### src/rtl/cv32e40p_alu_div_seq.sv
////////////////////////////////////////////////////////////////////////////////
// Module  : cv32e40p_alu_div_seq
// Purpose : Request/response sequencer around the serial divider. Accepts one
//           div/rem request and computes the divider's operand prep: the
//           divisor normalisation shift and the zero and sign flags. It then
//           issues the request, waits for completion, captures the result and
//           returns it on a valid/ready response port. Divide-by-zero and
//           signed overflow (MIN / -1) are resolved locally and never reach
//           the divider.
//
// Ports   :
//   Clk_CI           clock
//   Rst_RI           synchronous active-high reset (also resets the divider)
//   ReqVld_SI        request valid
//   ReqRdy_SO        request ready, high only in IDLE
//   ReqOpA_DI        dividend
//   ReqOpB_DI        divisor
//   ReqOpCode_SI     0 udiv, 1 div, 2 urem, 3 rem
//   RspVld_SO        result valid
//   RspRdy_SI        result ready
//   RspRes_DO        result
//   DivOpA_DO        divider OpA_DI
//   DivOpB_DO        divider OpB_DI, divisor pre-shifted by DivOpBShift_DO
//   DivOpBShift_DO   divider OpBShift_DI
//   DivOpBIsZero_SO  divider OpBIsZero_SI
//   DivOpBSign_SO    divider OpBSign_SI, 0 for unsigned operations
//   DivOpCode_SO     divider OpCode_SI
//   DivInVld_SO      divider InVld_SI
//   DivOutRdy_SO     divider OutRdy_SI
//   DivOutVld_SI     divider OutVld_SO
//   DivRes_DI        divider Res_DO
////////////////////////////////////////////////////////////////////////////////

module cv32e40p_alu_div_seq #(
   parameter int C_WIDTH     = 32,
   parameter int C_LOG_WIDTH = 6
) (
   input  logic                   Clk_CI,
   input  logic                   Rst_RI,

   // request port
   input  logic                   ReqVld_SI,
   output logic                   ReqRdy_SO,
   input  logic [C_WIDTH-1:0]     ReqOpA_DI,
   input  logic [C_WIDTH-1:0]     ReqOpB_DI,
   input  logic [1:0]             ReqOpCode_SI,

   // response port
   output logic                   RspVld_SO,
   input  logic                   RspRdy_SI,
   output logic [C_WIDTH-1:0]     RspRes_DO,

   // serial divider interface
   output logic [C_WIDTH-1:0]     DivOpA_DO,
   output logic [C_WIDTH-1:0]     DivOpB_DO,
   output logic [C_LOG_WIDTH-1:0] DivOpBShift_DO,
   output logic                   DivOpBIsZero_SO,
   output logic                   DivOpBSign_SO,
   output logic [1:0]             DivOpCode_SO,
   output logic                   DivInVld_SO,
   output logic                   DivOutRdy_SO,
   input  logic                   DivOutVld_SI,
   input  logic [C_WIDTH-1:0]     DivRes_DI
);

   localparam logic [C_WIDTH-1:0] MIN_VAL = {1'b1, {(C_WIDTH-1){1'b0}}};

   typedef enum logic [2:0] {
      IDLE,
      PREP,
      ISSUE,
      WAIT_DIV,
      RESP
   } state_t;

   state_t                 state_SP;

   logic [C_WIDTH-1:0]     opA_DP;
   logic [C_WIDTH-1:0]     opB_DP;
   logic [1:0]             opCode_SP;

   logic [C_WIDTH-1:0]     divOpB_DP;
   logic [C_LOG_WIDTH-1:0] divOpBShift_DP;
   logic                   divOpBIsZero_SP;
   logic                   divOpBSign_SP;
   logic                   divInVld_SP;
   logic                   waitFirst_SP;
   logic [C_WIDTH-1:0]     res_DP;

   logic                   sgn_S;
   logic                   bSign_S;
   logic                   bIsZero_S;
   logic                   ovf_S;
   logic [C_WIDTH-1:0]     bMag_D;
   logic [C_LOG_WIDTH-1:0] bShift_D;
   logic [C_WIDTH-1:0]     fastRes_D;

   // Leading-zero count over C_WIDTH bits; an all-zero input yields 0 so the
   // divide-by-zero case never produces an out-of-range shift.
   function automatic logic [C_LOG_WIDTH-1:0] clz(input logic [C_WIDTH-1:0] v);
      logic [C_WIDTH-1:0] t;
      logic               found;
      int                 cnt;
      t     = v;
      found = 1'b0;
      cnt   = 0;
      for (int i = 0; i < C_WIDTH; i++) begin
         if (!found) begin
            if (t[C_WIDTH-1]) found = 1'b1;
            else              cnt   = cnt + 1;
         end
         t = t << 1;
      end
      if (!found) cnt = 0;
      return C_LOG_WIDTH'(cnt);
   endfunction

   //---------------------------------------------------------------------------
   // Operand prep, evaluated from the latched request while in PREP
   //---------------------------------------------------------------------------
   // NOTE: every signal written in an always_comb gets a default first, so no
   //       path through the block can leave it unassigned and infer a latch.
   always_comb begin
      fastRes_D = '0;

      sgn_S     = opCode_SP[0];
      bSign_S   = sgn_S & opB_DP[C_WIDTH-1];
      // The divider works on the magnitude; a negative divisor is normalised
      // by the leading zeros of its absolute value.
      bMag_D    = bSign_S ? (-opB_DP) : opB_DP;
      bShift_D  = clz(bMag_D);
      bIsZero_S = (opB_DP == '0);
      ovf_S     = sgn_S & (opA_DP == MIN_VAL) & (opB_DP == '1);

      // RISC-V defined results for the two cases that bypass the divider.
      if (bIsZero_S) begin
         fastRes_D = opCode_SP[1] ? opA_DP : '1;
      end else if (ovf_S) begin
         fastRes_D = opCode_SP[1] ? '0 : MIN_VAL;
      end
   end

   //---------------------------------------------------------------------------
   // Sequencer FSM with its registered outputs
   //---------------------------------------------------------------------------
   // NOTE: all state in this always_ff uses non-blocking assignments so every
   //       register samples the values from before the clock edge.
   always_ff @(posedge Clk_CI) begin
      if (Rst_RI) begin
         state_SP        <= IDLE;
         opA_DP          <= '0;
         opB_DP          <= '0;
         opCode_SP       <= '0;
         divOpB_DP       <= '0;
         divOpBShift_DP  <= '0;
         divOpBIsZero_SP <= 1'b0;
         divOpBSign_SP   <= 1'b0;
         divInVld_SP     <= 1'b0;
         waitFirst_SP    <= 1'b0;
         res_DP          <= '0;
      end else begin
         unique case (state_SP)
            IDLE: begin
               if (ReqVld_SI) begin
                  opA_DP    <= ReqOpA_DI;
                  opB_DP    <= ReqOpB_DI;
                  opCode_SP <= ReqOpCode_SI;
                  state_SP  <= PREP;
               end
            end

            PREP: begin
               // Shift wraps intentionally: for a negative divisor the bits
               // shifted out are copies of the sign.
               divOpB_DP       <= opB_DP << bShift_D;
               divOpBShift_DP  <= bShift_D;
               divOpBIsZero_SP <= bIsZero_S;
               divOpBSign_SP   <= bSign_S;
               if (bIsZero_S || ovf_S) begin
                  res_DP   <= fastRes_D;
                  state_SP <= RESP;
               end else begin
                  divInVld_SP <= 1'b1;
                  state_SP    <= ISSUE;
               end
            end

            ISSUE: begin
               // Divider is guaranteed idle: every earlier result was drained
               // before this request could be accepted.
               divInVld_SP  <= 1'b0;
               waitFirst_SP <= 1'b1;
               state_SP     <= WAIT_DIV;
            end

            WAIT_DIV: begin
               // The divider's valid is not trusted in the cycle right after
               // issue; it may still reflect its pre-issue state.
               if (waitFirst_SP) begin
                  waitFirst_SP <= 1'b0;
               end else if (DivOutVld_SI) begin
                  res_DP   <= DivRes_DI;
                  state_SP <= RESP;
               end
            end

            RESP: begin
               if (RspRdy_SI) state_SP <= IDLE;
            end

            default: state_SP <= IDLE;
         endcase
      end
   end

   //---------------------------------------------------------------------------
   // Outputs
   //---------------------------------------------------------------------------
   assign ReqRdy_SO       = (state_SP == IDLE);
   assign RspVld_SO       = (state_SP == RESP);
   assign DivOutRdy_SO    = (state_SP == WAIT_DIV) & ~waitFirst_SP;

   assign RspRes_DO       = res_DP;
   assign DivOpA_DO       = opA_DP;
   assign DivOpB_DO       = divOpB_DP;
   assign DivOpBShift_DO  = divOpBShift_DP;
   assign DivOpBIsZero_SO = divOpBIsZero_SP;
   assign DivOpBSign_SO   = divOpBSign_SP;
   assign DivOpCode_SO    = opCode_SP;
   assign DivInVld_SO     = divInVld_SP;

endmodule
### config.mk
export PLATFORM = sky130hd
export DESIGN_NAME = cv32e40p_alu_div_seq
export DESIGN_NICKNAME = d
export VERILOG_FILES = /design/src/rtl/cv32e40p_alu_div_seq.sv
export SDC_FILE = /design/constraint.sdc
export NUM_CORES = 1
export LEC_CHECK = 0
export CAP_MARGIN = 20
export CORE_ASPECT_RATIO = 0.9
export CORE_MARGIN = 3
export CORE_UTILIZATION = 50
export CTS_CLUSTER_DIAMETER = 120
export DETAILED_ROUTE_END_ITERATION = 6
export PLACE_DENSITY = 0.85
export SYNTH_ARGS = -nofsm -noshare
export SYNTH_HDL_FRONTEND = slang
export SYNTH_SLANG_ARGS = --single-unit
### constraint.sdc
create_clock -name Clk_CI -period 19.15 [get_ports Clk_CI]
set_input_delay 1.915 -clock Clk_CI [delete_from_list [all_inputs] [get_ports Clk_CI]]
set_output_delay 1.915 -clock Clk_CI [all_outputs]
set_load 0.01 [all_outputs]
==> results of run 1 <==
[metal layers]
| layer | vias to the layer above | share of wire [%] | GRT usage (%) |
|---|---|---|---|
| li1 | 6580 | - | - |
| met1 | 6595 | 41 | 38.96 |
| met2 | 727 | 46 | 50.87 |
| met3 | 132 | 9.9 | 7.067 |
| met4 | 4 | 3.2 | 11.06 |
| met5 | - | 0.047 | 0 |
[critical path, delay by kind of cell, from the launching register on]
family          cells  cell delay (ps)
flops               1              480
simple gates       25             4890
fa+ha+maj          16             4930
mux                 4              830
buf+inv             3              210
xor+xnor            2              580
compound gates     31             5730
[per-stage QoR]
step                      hold WS (ps)  instance area [um^2]  std cells  total power [mW]  setup slack [ps]
after floorplan                  476.2                 12700       1731             2.040              3203
after global placement           445.3                 14870       2162             2.463              1472
after detailed placement         453.6                 14870       2162             2.507             908.1
after CTS                        464.2                 15510       2194             2.894             744.4
after global routing             483.0                 15620       2200             3.179             4.789
final                            462.8                 15620       2200             2.973              1359
[power by group through the flow]
stage / clock [mW] / sequential (mW) / combinational [mW]
floorplan: 0 / 0.380 / 1.66
detailed placement: 0 / 0.392 / 2.12
global placement: 0 / 0.391 / 2.07
finish: 0.368 / 0.388 / 2.22
CTS: 0.369 / 0.386 / 2.14
global route: 0.381 / 0.392 / 2.41
[timing repair]
action / 4_1_cts / 5_1_grt
gates resized for setup: 0 / 8
buffers inserted: 0 / 4
setup endpoints to repair: 0 / 34
[worst max-delay path by stage]
stage / from / to / slack [ps] / cells past startpoint
final: opB_DP[15] / DivOpB_DO[25] / 1360 / 81
after global routing: opB_DP[15] / DivOpB_DO[25] / 5 / 81
after CTS: opB_DP[0] / DivOpB_DO[26] / 740 / 86
after detailed placement: opB_DP[0] / DivOpB_DO[26] / 910 / 86
after global placement: opB_DP[0] / DivOpB_DO[26] / 1470 / 85
after floorplan: opB_DP[0] / DivOpB_DO[20] / 3200 / 88
[state kept, by name, summed over array words and instances, names as in the netlist]
signal / count
RspRes_DO: 32
DivOpCode_SO: 2
DivOpBShift_DO: 6
state_SP: 3
DivOpB_DO: 32
DivOpBSign_SO: 1
opB_DP: 32
DivOpBIsZero_SO: 1
DivOpA_DO: 32
waitFirst_SP: 1
DivInVld_SO: 1
[cell families (layout without fill, tap and decap cells)]
group / Yosys count / after routing / share of synthesized area, %
and+or+nand+nor: 754 / 754 / 29.08
AOI/OAI and AO/OA: 452 / 452 / 23.89
buffers and inverters: 159 / 292 / 4.836
DFF: 143 / 143 / 22.54
muxes: 102 / 102 / 8.688
xor gates and xnor gates: 91 / 91 / 8.038
adders and majority gates: 30 / 30 / 2.935
[area by class of cell]
cell class / count / area, um^2 / share of cell area, %
clock inverter: 15 / 216.5 / 1.385
inverter: 28 / 105.1 / 0.6727
clock buffer: 17 / 425.4 / 2.723
multi-input combinational: 1429 / 9299 / 59.52
sequential: 143 / 2863 / 18.32
tap: 336 / 420.4 / 2.691
timing repair buffer: 232 / 2295 / 14.69
[cells in the mapped netlist (all sizes together), types with 41 or more instances]
master,instances
xnor2,50
mux2i,72
nand2,256
clkbuf,110
nor3,79
o21ai,72
nand3,49
nor2,148
nor2b,41
a21oi,157
dfxtp,143
a211oi,55
==> results.toml, run 1 <==
[outcome]
status = "finished clean"

[worst_setup_path]
cp-start-kind = "flip-flop"
crit_arrival_ps = 18150
r2r_cells = 81
required_ps = 19510
cp_max_fo = 29
critical_path.max_stage_delay_ps = 880
r2r-end = "DivOpB_DO[25]"
ff2ff_setup_slack_ps = 1360
r2r_start = "opB_DP[15]"
worstSetupEndpointType = "flip-flop"
crit_slowest_cell = "and2_1"
crit_path_frequent_cell = "ha_1"
crit_type = "reg2reg"

[route]
post-route-drc-count = 0
finalWirelength_um = 44310
first_pass_iters = 5
detail-route-antenna-nets = 0
wl_per_cell_um = 20.14
viasPerCell = 6.381
dr.first_iter.drc_count = 1609
dr_total_vias = 14038

[cells_and_area]
nets = 1983
antennaDiodeCount = 0
utilization_pct = 63.53
layout_common_cells = "nand2_1 (253), clkdlybuf4s50_1 (211), a21oi_1 (155)"
fillCellCount = 2169
final_common_cell = "nand2_1"
area_delta_synth_final_pct = 23.00
drive_above_1_share_pct = 7.135

[placed_design]
io_buffers = 212
finalWeightedCongestion = 0.9543
detailed_place_hpwl_um = 32390

[power]
p_int_mw = 1.460
p_switching_mw = 1.513
p_clk_share_pct = 12.4
swShare_pct = 50.88
total_leakage_power_nw = 5.659
power_density_nw_per_um2 = 190.3
peakVddDrop_mv = 0.1293
power_frac_comb_pct = 74.6
pwr-share-seq_pct = 13.0

[flow_run]
drv_cap = 0

[floorplanning]
ios = 213
die_w_um = 174.0
start_util_pct = 51.65
core_um2 = 24590
die_y_um = 157.2
die_area_um2 = 27360
rows = 54

[global_route]
grt_pass1_wl_um = 69030
grt_overflow = 0
track_usage_pct = 30.53
grt_max_degree = 97
antenna_found_initial = 2
grt_pass1_vias = 13037

[synth]
syn_area_um2 = 12700
ys.flop_type = "dfxtp_1"
yosysSeqAreaShare_pct = 22.54
yosys.area.top_type = "dfxtp_1"
synth_cell_types = 96
ys_top_cells_by_area = "dfxtp_1 (23%), nand2_1 (7.5%), a21oi_1 (6.1%)"
ys_ff_latch = 143
synth_enable_flop_cells = 0
yosys_warnings = 0
synth_fp_nets = 1863
synth.avg_cell_area_um2 = 7.338
netlist_instances = 1731
synth_top_area_share_pct = 22.54
async_flop_share_pct = 0

[sta]
period_share_pct = 92.90
post-route-min-period_ps = 17790
relSlewSlack_pct = 29.84
fmax_mhz = 56.21
tns_ps = 0
fin_skew_ps = 14.92
hold_violations = 0
finalSetupViolations = 0
tightestPinTransition_ps = 1052
grt_setup_unrepaired = "false"
drv_slew = 0

[hold_path]
min_from = "DivOpBShift_DO[5]"
hold_end = "DivOpBShift_DO[5]"
hold_class = "reg2reg"
hold_depth = 2

[clock_network]
numCtsBuffers = 17
cts_tree = "yes"
clk_latency_ps = 440
cts_sinks = 143
cts.clk_slew.worst_paths_ps = 70
cts_hold_buf = 0
h-tree-depth = 4
cts-root-buf = "clkbuf_16"
clk_path_buf_depth = 2
(Power assumes the default switching activity.)
==> inputs of run 2 (changes only) <==
--- a/config.mk
+++ b/config.mk
@@ -9,7 +9,6 @@
 export CORE_ASPECT_RATIO = 0.9
 export CORE_MARGIN = 3
 export CORE_UTILIZATION = 50
-export CTS_CLUSTER_DIAMETER = 120
 export DETAILED_ROUTE_END_ITERATION = 6
 export PLACE_DENSITY = 0.85
 export SYNTH_ARGS = -nofsm -noshare
==> results of run 2 <==
Final layout, timing and power as in run 1 (identical DEF).
==> inputs of run 3 (changes only) <==
--- a/config.mk
+++ b/config.mk
@@ -11,6 +11,7 @@
 export CORE_UTILIZATION = 50
 export DETAILED_ROUTE_END_ITERATION = 6
 export PLACE_DENSITY = 0.85
+export SETUP_SLACK_MARGIN = 0.2
 export SYNTH_ARGS = -nofsm -noshare
 export SYNTH_HDL_FRONTEND = slang
 export SYNTH_SLANG_ARGS = --single-unit
==> results.toml, run 3 (synthesized netlist as in run 1, its figures left out) <==
[global_route]
grt_pass1_wl_um = 69030
grt_overflow = 0
grt_max_degree = 97
antenna_found_initial = 2
grt_pass1_vias = 13037
track_usage_pct = 30.53

[sta]
setup_ws_ps = 1482
relSlewSlack_pct = 27.79
fin_skew_ps = 13.00
hold_violations = 0
fmax_mhz = 56.60
tns_ps = 0
tightestPinTransition_ps = 1083
holdWs_ps = 463.7
post-route-min-period_ps = 17670
finalSetupViolations = 0
grt_setup_unrepaired = "true"
period_share_pct = 92.26
drv_slew = 0

[worst_setup_path]
crit_type = "reg2reg"
crit_family = "compound AO/OA/AOI/OAI gates"
crit_path_frequent_cell = "ha_1"
critical_path.max_stage_delay_ps = 710
crit_slowest_cell = "or4_1"
required_ps = 19470
cp_num_buf_inv = 4
worstSetupEndpointType = "flip-flop"
cp-start-kind = "flip-flop"
cp_max_fo = 27
crit_arrival_ps = 17990

[route]
finalWirelength_um = 44150
detail-route-antenna-nets = 0
viasPerCell = 6.387
dr_total_vias = 14064
first_pass_iters = 6
wl_per_cell_um = 20.05
post-route-drc-count = 0
dr.first_iter.drc_count = 1567

[clock_network]
cts_sinks = 143
h-tree-depth = 4
cts-root-buf = "clkbuf_16"
clk_latency_ps = 440
numCtsBuffers = 17
clk_path_buf_depth = 2
cts_tree = "yes"
cts.clk_slew.worst_paths_ps = 70

[floorplanning]
rows = 54
die_w_um = 174.0
die_y_um = 157.2
die_area_um2 = 27360
start_util_pct = 51.65
core_um2 = 24590
ios = 213

[power]
peakVddDrop_mv = 0.1285
power_density_nw_per_um2 = 190.3
p_switching_mw = 1.513
swShare_pct = 50.84
p_int_mw = 1.463
total_leakage_power_nw = 5.669
p_clk_share_pct = 12.3
fin_total_pwr_mw = 2.976
pwr-share-seq_pct = 13.0
power_frac_comb_pct = 74.6

[placed_design]
dp_slack_ps = 908.1
dpl.cell_count = 2162
finalWeightedCongestion = 0.9543
dpl-instance-area_um2 = 14870
detailed_place_hpwl_um = 32390
io_buffers = 212

[cells_and_area]
fillCellCount = 2168
drive_above_1_share_pct = 7.288
postLayoutCellArea_um2 = 15640
nets = 1985
antennaDiodeCount = 0
final_common_cell = "nand2_1"
layout_common_cells = "nand2_1 (253), clkdlybuf4s50_1 (211), a21oi_1 (155)"
area_delta_synth_final_pct = 23.13
stdcell_count = 2202
utilization_pct = 63.59

[outcome]
status = "finished clean"

[flow_run]
drv_cap = 0

[hold_path]
hold_class = "reg2reg"
run 3: timing repair:
action                     4_1_cts  5_1_grt
resized for setup                0        9
setup buffers                    0        6
hold buffers                     0        0
setup endpoints to repair        0       34
run 3: path summary, 6_finish.rpt:
kind	startpoint	end	slack, ps	cells after the start
worst min-delay path	DivOpBShift_DO[5]	DivOpBShift_DO[5]	460	2
worst max-delay path	opB_DP[15]	DivOpB_DO[26]	1480	84
worst max register to register	opB_DP[15]	DivOpB_DO[26]	1480	84
worst min register to register	DivOpBShift_DO[5]	DivOpBShift_DO[5]	460	2
run 3: per-layer routing:
layer / vias up / routed length (um) / part of all wire (%) / global-route usage (%)
met5: - / 21 / 0.048 / 0
met4: 4 / 1418 / 3.2 / 11.06
met3: 125 / 4405 / 10 / 7.067
met2: 741 / 20530 / 47 / 50.87
met1: 6622 / 17770 / 40 / 38.96
li1: 6572 / - / - / -
run 3: power by group through the flow:
stage	sequential [mW]	clock (mW)	combinational [mW]
5_1_grt	0.392	0.381	2.41
3_5_place_dp	0.392	0	2.12
6_report	0.388	0.367	2.22
2_1_floorplan	0.380	0	1.66
3_3_place_gp	0.391	0	2.07
4_1_cts	0.386	0.369	2.14
run 3: cell type report:
type                    count  area (um^2)  share of cell area, %
inverters                  28        105.1                 0.6720
flip-flops and latches    143         2863                  18.30
clock buffers              17        425.4                  2.720
repair buffers            234         2310                  14.77
well taps                 336        420.4                  2.688
clock inverters            15        216.5                  1.384
multi-input cells        1429         9300                  59.46
run 3: tightest hold or removal path: stages, from the launching register on:
cell and delay (ps):
dfxtp_1 320, nand2_1 50, a21oi_1 50
